**src/rtl/cuberoot_bcd_display_if.sv**
```systemverilog
// Handshake and display bundle for the cube-root BCD display stage.
// The master drives start/value; the slave returns status and the segment/anode drive.
interface cuberoot_bcd_display_if #(
  parameter int DIGITS = 4
);
  logic              start;
  logic [31:0]       value;
  logic              busy;
  logic              done;
  logic              overflow;
  logic [6:0]        seg;
  logic [DIGITS-1:0] an;

  modport master (output start, value, input busy, done, overflow, seg, an);
  modport slave  (input start, value, output busy, done, overflow, seg, an);
endinterface

```
**src/rtl/cuberoot_bcd_display.sv**
```systemverilog
// Binary-to-BCD (double-dabble, one bit/clock) and multiplexed 7-segment display driver.
// Latency: 34 cycles from accepted start to next accept; done pulses 33 cycles after accept.
// Backpressure: start is taken only while idle; requests during a conversion are dropped.
module cuberoot_bcd_display #(
  parameter int DIGITS   = 4,
  parameter int SCAN_DIV = 50000
) (
  input  logic                   clk,
  input  logic                   rst_n,
  cuberoot_bcd_display_if.slave  bus
);

  localparam int IDX_W = (DIGITS > 1) ? $clog2(DIGITS) : 1;
  localparam int SC_W  = $clog2(SCAN_DIV);
  localparam logic [SC_W-1:0]  SC_LAST  = SC_W'(SCAN_DIV - 1);
  localparam logic [IDX_W-1:0] IDX_LAST = IDX_W'(DIGITS - 1);

  typedef enum logic [1:0] {IDLE, SHIFT, DONE} state_t;

  state_t              state, state_nxt;
  logic [31:0]         sh;
  logic [39:0]         bcd;
  logic [38:0]         bcd_adj;
  logic [5:0]          cnt;
  logic [4*DIGITS-1:0] disp;
  logic                overflow;
  logic                done;
  logic [SC_W-1:0]     sc;
  logic [IDX_W-1:0]    idx;
  logic [4*DIGITS-1:0] disp_upper;
  logic [3:0]          nib;
  logic                blank;

  function automatic logic [6:0] glyph(input logic [3:0] d);
    case (d)
      4'd0:    glyph = 7'b1000000;
      4'd1:    glyph = 7'b1111001;
      4'd2:    glyph = 7'b0100100;
      4'd3:    glyph = 7'b0110000;
      4'd4:    glyph = 7'b0011001;
      4'd5:    glyph = 7'b0010010;
      4'd6:    glyph = 7'b0000010;
      4'd7:    glyph = 7'b1111000;
      4'd8:    glyph = 7'b0000000;
      4'd9:    glyph = 7'b0010000;
      default: glyph = 7'b0111111;
    endcase
  endfunction

  always_ff @(posedge clk or negedge rst_n) begin
    if (!rst_n) state <= IDLE;
    else        state <= state_nxt;
  end

  always_comb begin
    state_nxt = state;
    case (state)
      IDLE:    if (bus.start) state_nxt = SHIFT;
      SHIFT:   if (cnt == 6'd31) state_nxt = DONE;
      DONE:    state_nxt = IDLE;
      default: state_nxt = IDLE;
    endcase
  end

  // Top digit of a 32-bit value never exceeds 4, so nibble 9 needs no correction.
  always_comb begin
    bcd_adj = bcd[38:0];
    for (int i = 0; i < 9; i++) begin
      if (bcd[4*i +: 4] >= 4'd5) bcd_adj[4*i +: 4] = bcd[4*i +: 4] + 4'd3;
    end
  end

  always_ff @(posedge clk or negedge rst_n) begin
    if (!rst_n) begin
      sh       <= '0;
      bcd      <= '0;
      cnt      <= '0;
      disp     <= '0;
      overflow <= 1'b0;
      done     <= 1'b0;
    end else begin
      done <= 1'b0;
      case (state)
        IDLE: begin
          if (bus.start) begin
            sh  <= bus.value;
            bcd <= '0;
            cnt <= '0;
          end
        end
        SHIFT: begin
          bcd <= {bcd_adj, sh[31]};
          sh  <= {sh[30:0], 1'b0};
          cnt <= cnt + 6'd1;
        end
        DONE: begin
          disp     <= bcd[4*DIGITS-1:0];
          overflow <= |(bcd >> (4*DIGITS));
          done     <= 1'b1;
        end
        default: ;
      endcase
    end
  end

  always_ff @(posedge clk or negedge rst_n) begin
    if (!rst_n) begin
      sc  <= '0;
      idx <= '0;
    end else if (sc == SC_LAST) begin
      sc  <= '0;
      idx <= (idx == IDX_LAST) ? '0 : idx + 1'b1;
    end else begin
      sc <= sc + 1'b1;
    end
  end

  // seg/an decode only registered state, so both switch on the idx edge together.
  always_comb begin
    disp_upper = disp >> (4 * idx);
    nib        = disp_upper[3:0];
    blank      = (idx != '0) && (disp_upper == '0);
  end

  assign bus.seg      = overflow ? 7'b0111111 : (blank ? 7'b1111111 : glyph(nib));
  assign bus.an       = ~(DIGITS'(1) << idx);
  assign bus.busy     = (state != IDLE);
  assign bus.done     = done;
  assign bus.overflow = overflow;

endmodule
```
**src/flat_wrapper.sv**
```systemverilog
// flat-port wrapper written by rule: the top's interface ports become plain ports
module cuberoot_bcd_display_flat 
#(
  parameter int DIGITS   = 4,
  parameter int SCAN_DIV = 50000
)
  (clk, rst_n, bus_start, bus_value, bus_busy, bus_done, bus_overflow, bus_seg, bus_an);
  cuberoot_bcd_display_if #(.DIGITS(DIGITS)) bus_i ();
  input  logic clk;
  input  logic rst_n;
  input wire logic [$bits(bus_i.start)-1:0] bus_start;
  input wire logic [$bits(bus_i.value)-1:0] bus_value;
  output wire logic [$bits(bus_i.busy)-1:0] bus_busy;
  output wire logic [$bits(bus_i.done)-1:0] bus_done;
  output wire logic [$bits(bus_i.overflow)-1:0] bus_overflow;
  output wire logic [$bits(bus_i.seg)-1:0] bus_seg;
  output wire logic [$bits(bus_i.an)-1:0] bus_an;
  assign bus_i.start = bus_start;
  assign bus_i.value = bus_value;
  assign bus_busy = bus_i.busy;
  assign bus_done = bus_i.done;
  assign bus_overflow = bus_i.overflow;
  assign bus_seg = bus_i.seg;
  assign bus_an = bus_i.an;
  cuberoot_bcd_display #(.DIGITS(DIGITS), .SCAN_DIV(SCAN_DIV)) u_core (.clk(clk), .rst_n(rst_n), .bus(bus_i));
endmodule
```
**config.mk**
```make
export PLATFORM = sky130hd
export DESIGN_NAME = cuberoot_bcd_display_flat
export DESIGN_NICKNAME = d
export VERILOG_FILES = /design/src/rtl/cuberoot_bcd_display_if.sv /design/src/rtl/cuberoot_bcd_display.sv /design/src/flat_wrapper.sv
export SDC_FILE = /design/constraint.sdc
export NUM_CORES = 1
export LEC_CHECK = 0
export ABC_CLOCK_PERIOD_IN_PS = 2450
export CAP_MARGIN = 30
export CORE_MARGIN = 2
export CORE_UTILIZATION = 35
export DETAILED_ROUTE_END_ITERATION = 10
export HOLD_SLACK_MARGIN = 0.1
export PLACE_DENSITY_LB_ADDON = 0.12
export SYNTH_ARGS = -nofsm -noshare
export SYNTH_HDL_FRONTEND = slang
export SYNTH_SLANG_ARGS = --single-unit
```
**constraint.sdc**
```tcl
create_clock -name clk -period 2.45 [get_ports clk]
set_input_delay 0.49 -clock clk [delete_from_list [all_inputs] [get_ports clk]]
set_output_delay 0.49 -clock clk [all_outputs]
set_load 0.01 [all_outputs]
```
[After elaboration in Yosys (flattened, before gate mapping)]
Memory sizes are Yosys's and may differ from the RTL's.
Index checks and enable logic that the tools add are counted.
Storage, ports and cells
  flip-flop bits (word level): 116
  memory bits (read-only): 112
  output and inout port bits: 14
  word-level logic and storage cells: 73
  memories kept: 1
Cells by class
  $add $sub $neg: 12
  $lt $le $gt $ge: 9
  eq/ne operators: 7
  shifts and indexed selects: 2
  mux-type cells: 23
  bitwise gates (word level): 1
  reduce and logical (&&, ||, !) cells: 9
Memory list
  (no name shown): depth 16, width 7, rd ports 1, clocked after memory_dff 0, wr ports 0, RTL line cuberoot_bcd_display.sv:35  | case (d)
Operator list (count)
  case mux 40 bit (2 select lines): 1
  case mux 32 bit (2 select lines): 1
  two-way mux 40 bit: 1
  adder 4 x 2 -> 4 bit, second input constant: 9
  greater-or-equal comparator 4 x 3 -> 1 bit, second input constant: 9
  two-way mux 4 bit: 9
  two-way mux 32 bit: 1
  OR reduction 24 bit: 1
  adder 16 x 1 -> 16 bit, second input constant: 1
  equality test 16 bit, second input constant: 1
  zero test 16 bit: 1
  two-way mux 16 bit: 1
  right shift 16 x 4 -> 16 bit: 1
  two-way mux 7 bit: 2
  case mux 6 bit (2 select lines): 1
  adder 6 x 1 -> 6 bit, second input constant: 1
  equality test 6 x 5 -> 1 bit, second input constant: 1
  two-way mux 2 bit: 3
  two-way mux 6 bit: 1
  nonzero test 2 bit: 3
  equality test 2 bit, second input constant: 2
  NOT 4 bit: 1
  case mux 2 bit (2 select lines): 1
  AND reduction 2 bit: 2
  8 further kinds: 8

[Longest topological paths before layout]
  depth after elaboration: 5
  mapped depth: 8

[Worst setup path after synthesis]
No wires, ideal clock.
  path kind: register to output
  start point: register u_core.idx[0]
  end point: output bus_seg[0]
  arrival time: 2.161 ns
  slack: -0.201 ns
  stages on the path, launching flop included: 9
  buffers on the path: 1
  cell sequence: dfrtp_1 -> buf_6 -> mux4_2 -> inv_1 -> ha_1 -> nor4b_1 -> o211a_1 -> a211o_1 -> o21bai_1
Between the ends
  longest elaborated chain between the ends: 5
  elaborated cells between the ends (all ways): 7
  those cells by class: shift (1); mux (2); reduce/logical (3); memory (1)
RTL lines
  start, declared: RTL line cuberoot_bcd_display.sv:29  | logic [IDX_W-1:0] idx;
  start signal, assigned: RTL line cuberoot_bcd_display.sv:112  | idx <= (idx == IDX_LAST) ? '0 : idx + 1'b1;
  parallel branches: the longest is 3 deep, another holds memory (16 x 7 bit)
  two-way mux 7 bit (*) (2 in series): RTL line cuberoot_bcd_display.sv:125  | assign bus.seg = overflow ? 7'b0111111 : (blank ? 7'b1111111 : glyph(nib));
  end, declared: RTL line flat_wrapper.sv:16  | output wire logic [$bits(bus_i.seg)-1:0] bus_seg;
Every way passes the cells marked *.

[Worst setup path after layout]
  start point: register u_core.idx[0]
  end point: output bus_seg[1]
Same word-level chain as after synthesis.

==> results.yml <==
synth:
  synthAdderAreaFrac_pct: 6.81
  synth_top_family_by_area: "compound AO/OA/AOI/OAI gates"
  synth-seq-area-share_pct: 46.5
  synth_cell_types: 49
  muxShareOfSynthArea_pct: 6.49
  synth_edf_count: 0
  synth_ff_type: "dfrtp_1"
  synth_compound_area_share_pct: 19.7
  netlist_area_mm2: 0.00625
  synthSimpleGateAreaFrac_pct: 11.8
  syn_area_per_cell_um2: 10.3
  synth_seq_cells: 116
  yosysWarnings: 0
  netlist_instances: 606
  async_flop_share_pct: 100
  syn-num-nets: 675
  synthXorXnorAreaFrac_pct: 4.35
setup_path:
  crit_required_ns: 1.96
  crit_family: "multiplexers"
  arrival_ns: 2.49
  crit_chain: "mux4_2, inv_2, ha_4, nor4b_4, o211a_1, a211o_1, buf_6, buf_6, o21bai_4, buf_6"
  end_kind: "output port"
  cpMostUsedCell: "buf_6"
  path_max_fanout: 3
  slowest_stage: "mux4_2"
  critPathLaunchType: "flip-flop"
  crit_buf_inv: 4
  crit_path_max_incr_delay_ns: 0.53
  critPathKind: "flip-flop to output port"
route:
  drt_iter0_markers: 271
  wirelength_um: 14000
  ant_nets: 0
  route.vias.total: 4768
  first_pass_iters: 4
  drc: 0
  via_per_inst: 5.17
  routedWlPerCell_um: 15.1
sta:
  tightest_slew_ns: 0.577
  fin_crit_ns: 2.98
  holdWs_ns: 0.479
  maxSlewHeadroom_pct: 61.2
  worst_slack_ns: -0.533
  drv_slew: 0
  rsz0062_at_grt: "true"
  finClkSkew_ns: 0.00578
  tns_ns: -3.23
  min_period_over_period_pct: 122
  hold_violations: 0
  setup_viol: 7
  fmaxAchievable_ghz: 0.335
placed_design:
  place_congestion: 0.787
  dp_hpwl_um: 9240
  io_buffers: 48
  place_ws_ns: -0.500
  place_area_mm2: 0.00723
clock_network:
  cts.sinks: 116
  clockRootBuffer: "clkbuf_16"
  path_clk_slew_ns: 0.05
  cts_tree: "yes"
  clock_latency_ns: 0.40
  cts_buffers: 17
  clockBufferDepth: 2
  h-tree-depth: 4
floorplan:
  die_h_um: 138
  die_area_mm2: 0.0189
  die_w_um: 138
  io_pins: 49
  core-area_mm2: 0.0174
  initial_core_util_pct: 36.0
  num_rows: 48
power:
  power_density_mw_per_mm2: 1040
  power_mw: 8.21
  peakVddDrop_uv: 525
  p_leak_nw: 3.52
global_route:
  grt_pass1_wl_um: 24000
  grt_max_degree: 42
  antenna_found_initial: 0
  grt_remaining_overflow: 0
  grt_pass1_vias: 4784
  gr-usage-all-layers_pct: 16.0
job:
  maxCapViolCount: 0
final_layout:
  multiInputGateArea_mm2: 0.00315
  fillers: 1597
  insertedDiodeCount: 0
  nNetsFinal: 754
  drive_above_1_share_pct: 19.2
  final_cell_area_mm2: 0.00791
  ff_latch_area_mm2: 0.00290
  area_growth_pct: 26.7
min_path:
  hold_class: "flip-flop to flip-flop"
status:
  status: "finished with violations"
  violations: "negative setup slack"
-- logic make-up after synthesis --
family                     Yosys count
and+or+nand+nor                    133
muxes                               32
buffers and inverters               66
adders and majority gates           34
xor gates and xnor gates            31
DFF                                116
AOI/OAI and AO/OA                  194
-- through the flow --
stage	util, %	instances
CTS	45.5	922
global placement	41.7	885
floorplan	-	606
detailed placement	41.7	885
global route	45.6	922
finish	45.6	922
-- area by class of cell --
| type | instances | share of cell area, % |
|---|---|---|
| inverter | 33 | 1.57 |
| clock buffer | 21 | 5.69 |
| sequential | 116 | 36.7 |
| multi-input combinational | 424 | 39.8 |
| tap | 225 | 3.56 |
| clock inverter | 10 | 1.98 |
| timing repair buffer | 93 | 10.7 |
-- per-layer routing --
layer | vias to the layer above | part of all wire [%] | track usage (%)
met1 | 2368 | 48 | 21.1
met4 | 0 | 1.0 | 4.52
met3 | 9 | 2.8 | 3.86
li1 | 2335 | - | -
met2 | 56 | 48 | 26.3
met5 | - | 0 | 0
-- timing repair --
| item | in CTS | in global routing |
|---|---|---|
| hold buffers | 1 | 0 |
| setup buffers | 5 | 0 |
| setup endpoints to repair | 9 | 10 |
| pin swaps | 3 | 1 |
| resized for setup | 33 | 12 |
| hold endpoints to repair | 26 | 0 |
-- cells in the mapped netlist (2+ instances only) --
cell type  number  share of area [%]
o22ai_1         9               0.90
a22o_1          6               0.84
o21ai_0        59                4.7
a22oi_1        31                3.7
nand2_1        23                1.4
nor4_1         10                1.0
a32o_1          9                1.4
nor3_1          3               0.24
nor2_1         23                1.4
o32ai_1         8                1.1
buf_2           6               0.48
a21oi_1        47                3.8
xor2_1         15                2.1
and2_1          2               0.20
nor4b_1         2               0.28
nand3_1         6               0.48
or2_2           3               0.30
and3_1          2               0.20
buf_1           2               0.12
mux4_2          4                1.4
mux2_2         24                4.3
a211o_1         2               0.28
mux2i_1         3               0.48
dfrtp_1       116                 46
ha_1           34                6.8
o31ai_1         9                1.1
clkbuf_1       23                1.4
nand2b_1       11                1.1
o211a_1         2               0.32
nand4_1         4               0.40
o21bai_1        5               0.60
inv_1          33                2.0
buf_6           2               0.36
nor2b_1        36                3.6
a211oi_1        2               0.24
a21oi_2         2               0.28
xnor2_1        16                2.2
-- flip-flops by register name, indices dropped and copies added (netlist names) --
signal and flops:
u_core.idx 2, u_core.sh 32, u_core.state 2, u_core.cnt 6, u_core.disp 16, u_core.sc 16, u_core.bcd 40, u_core.bus.overflow 1
u_core.bus.done 1
-- layout by cell type, fill, tap and decap left out, types with 17 or more instances in the layout --
| cell type | instances |
|---|---|
| dfrtp_1 | 115 |
| nor2b_1 | 35 |
| clkbuf_16 | 17 |
| mux2_2 | 24 |
| a22oi_1 | 31 |
| nand2_1 | 23 |
| a21oi_1 | 46 |
| buf_4 | 38 |
| clkdlybuf4s50_1 | 37 |
| o21ai_0 | 57 |
| inv_1 | 31 |
| nor2_1 | 22 |
| ha_1 | 32 |
-- path summary, 6_finish.rpt --
path	start	endpoint	slack [ns]	cells after the start
worst max-delay path	u_core.idx[0]$_DFFE_PN0N_	bus_seg[1]	-0.53	10
worst min-delay path	u_core.sc[0]$_DFF_PN0_	u_core.sc[0]$_DFF_PN0_	0.48	1
worst max register to register	u_core.sc[11]$_DFF_PN0_	u_core.idx[0]$_DFFE_PN0N_	0.41	3
worst min register to register	u_core.sc[0]$_DFF_PN0_	u_core.sc[0]$_DFF_PN0_	0.48	1
max in group asynchronous	rst_n	u_core.sh[1]$_DFFE_PN0P_	1.16	3
min in group asynchronous	rst_n	u_core.bcd[27]$_DFFE_PN0P_	0.56	2
-- power breakdown --
group          switching (mW)  internal (mW)
registers               0.499           2.49
clock network           0.834           1.72
logic                    1.35           1.33
Note: power is estimated with default switching activity, not from simulation.
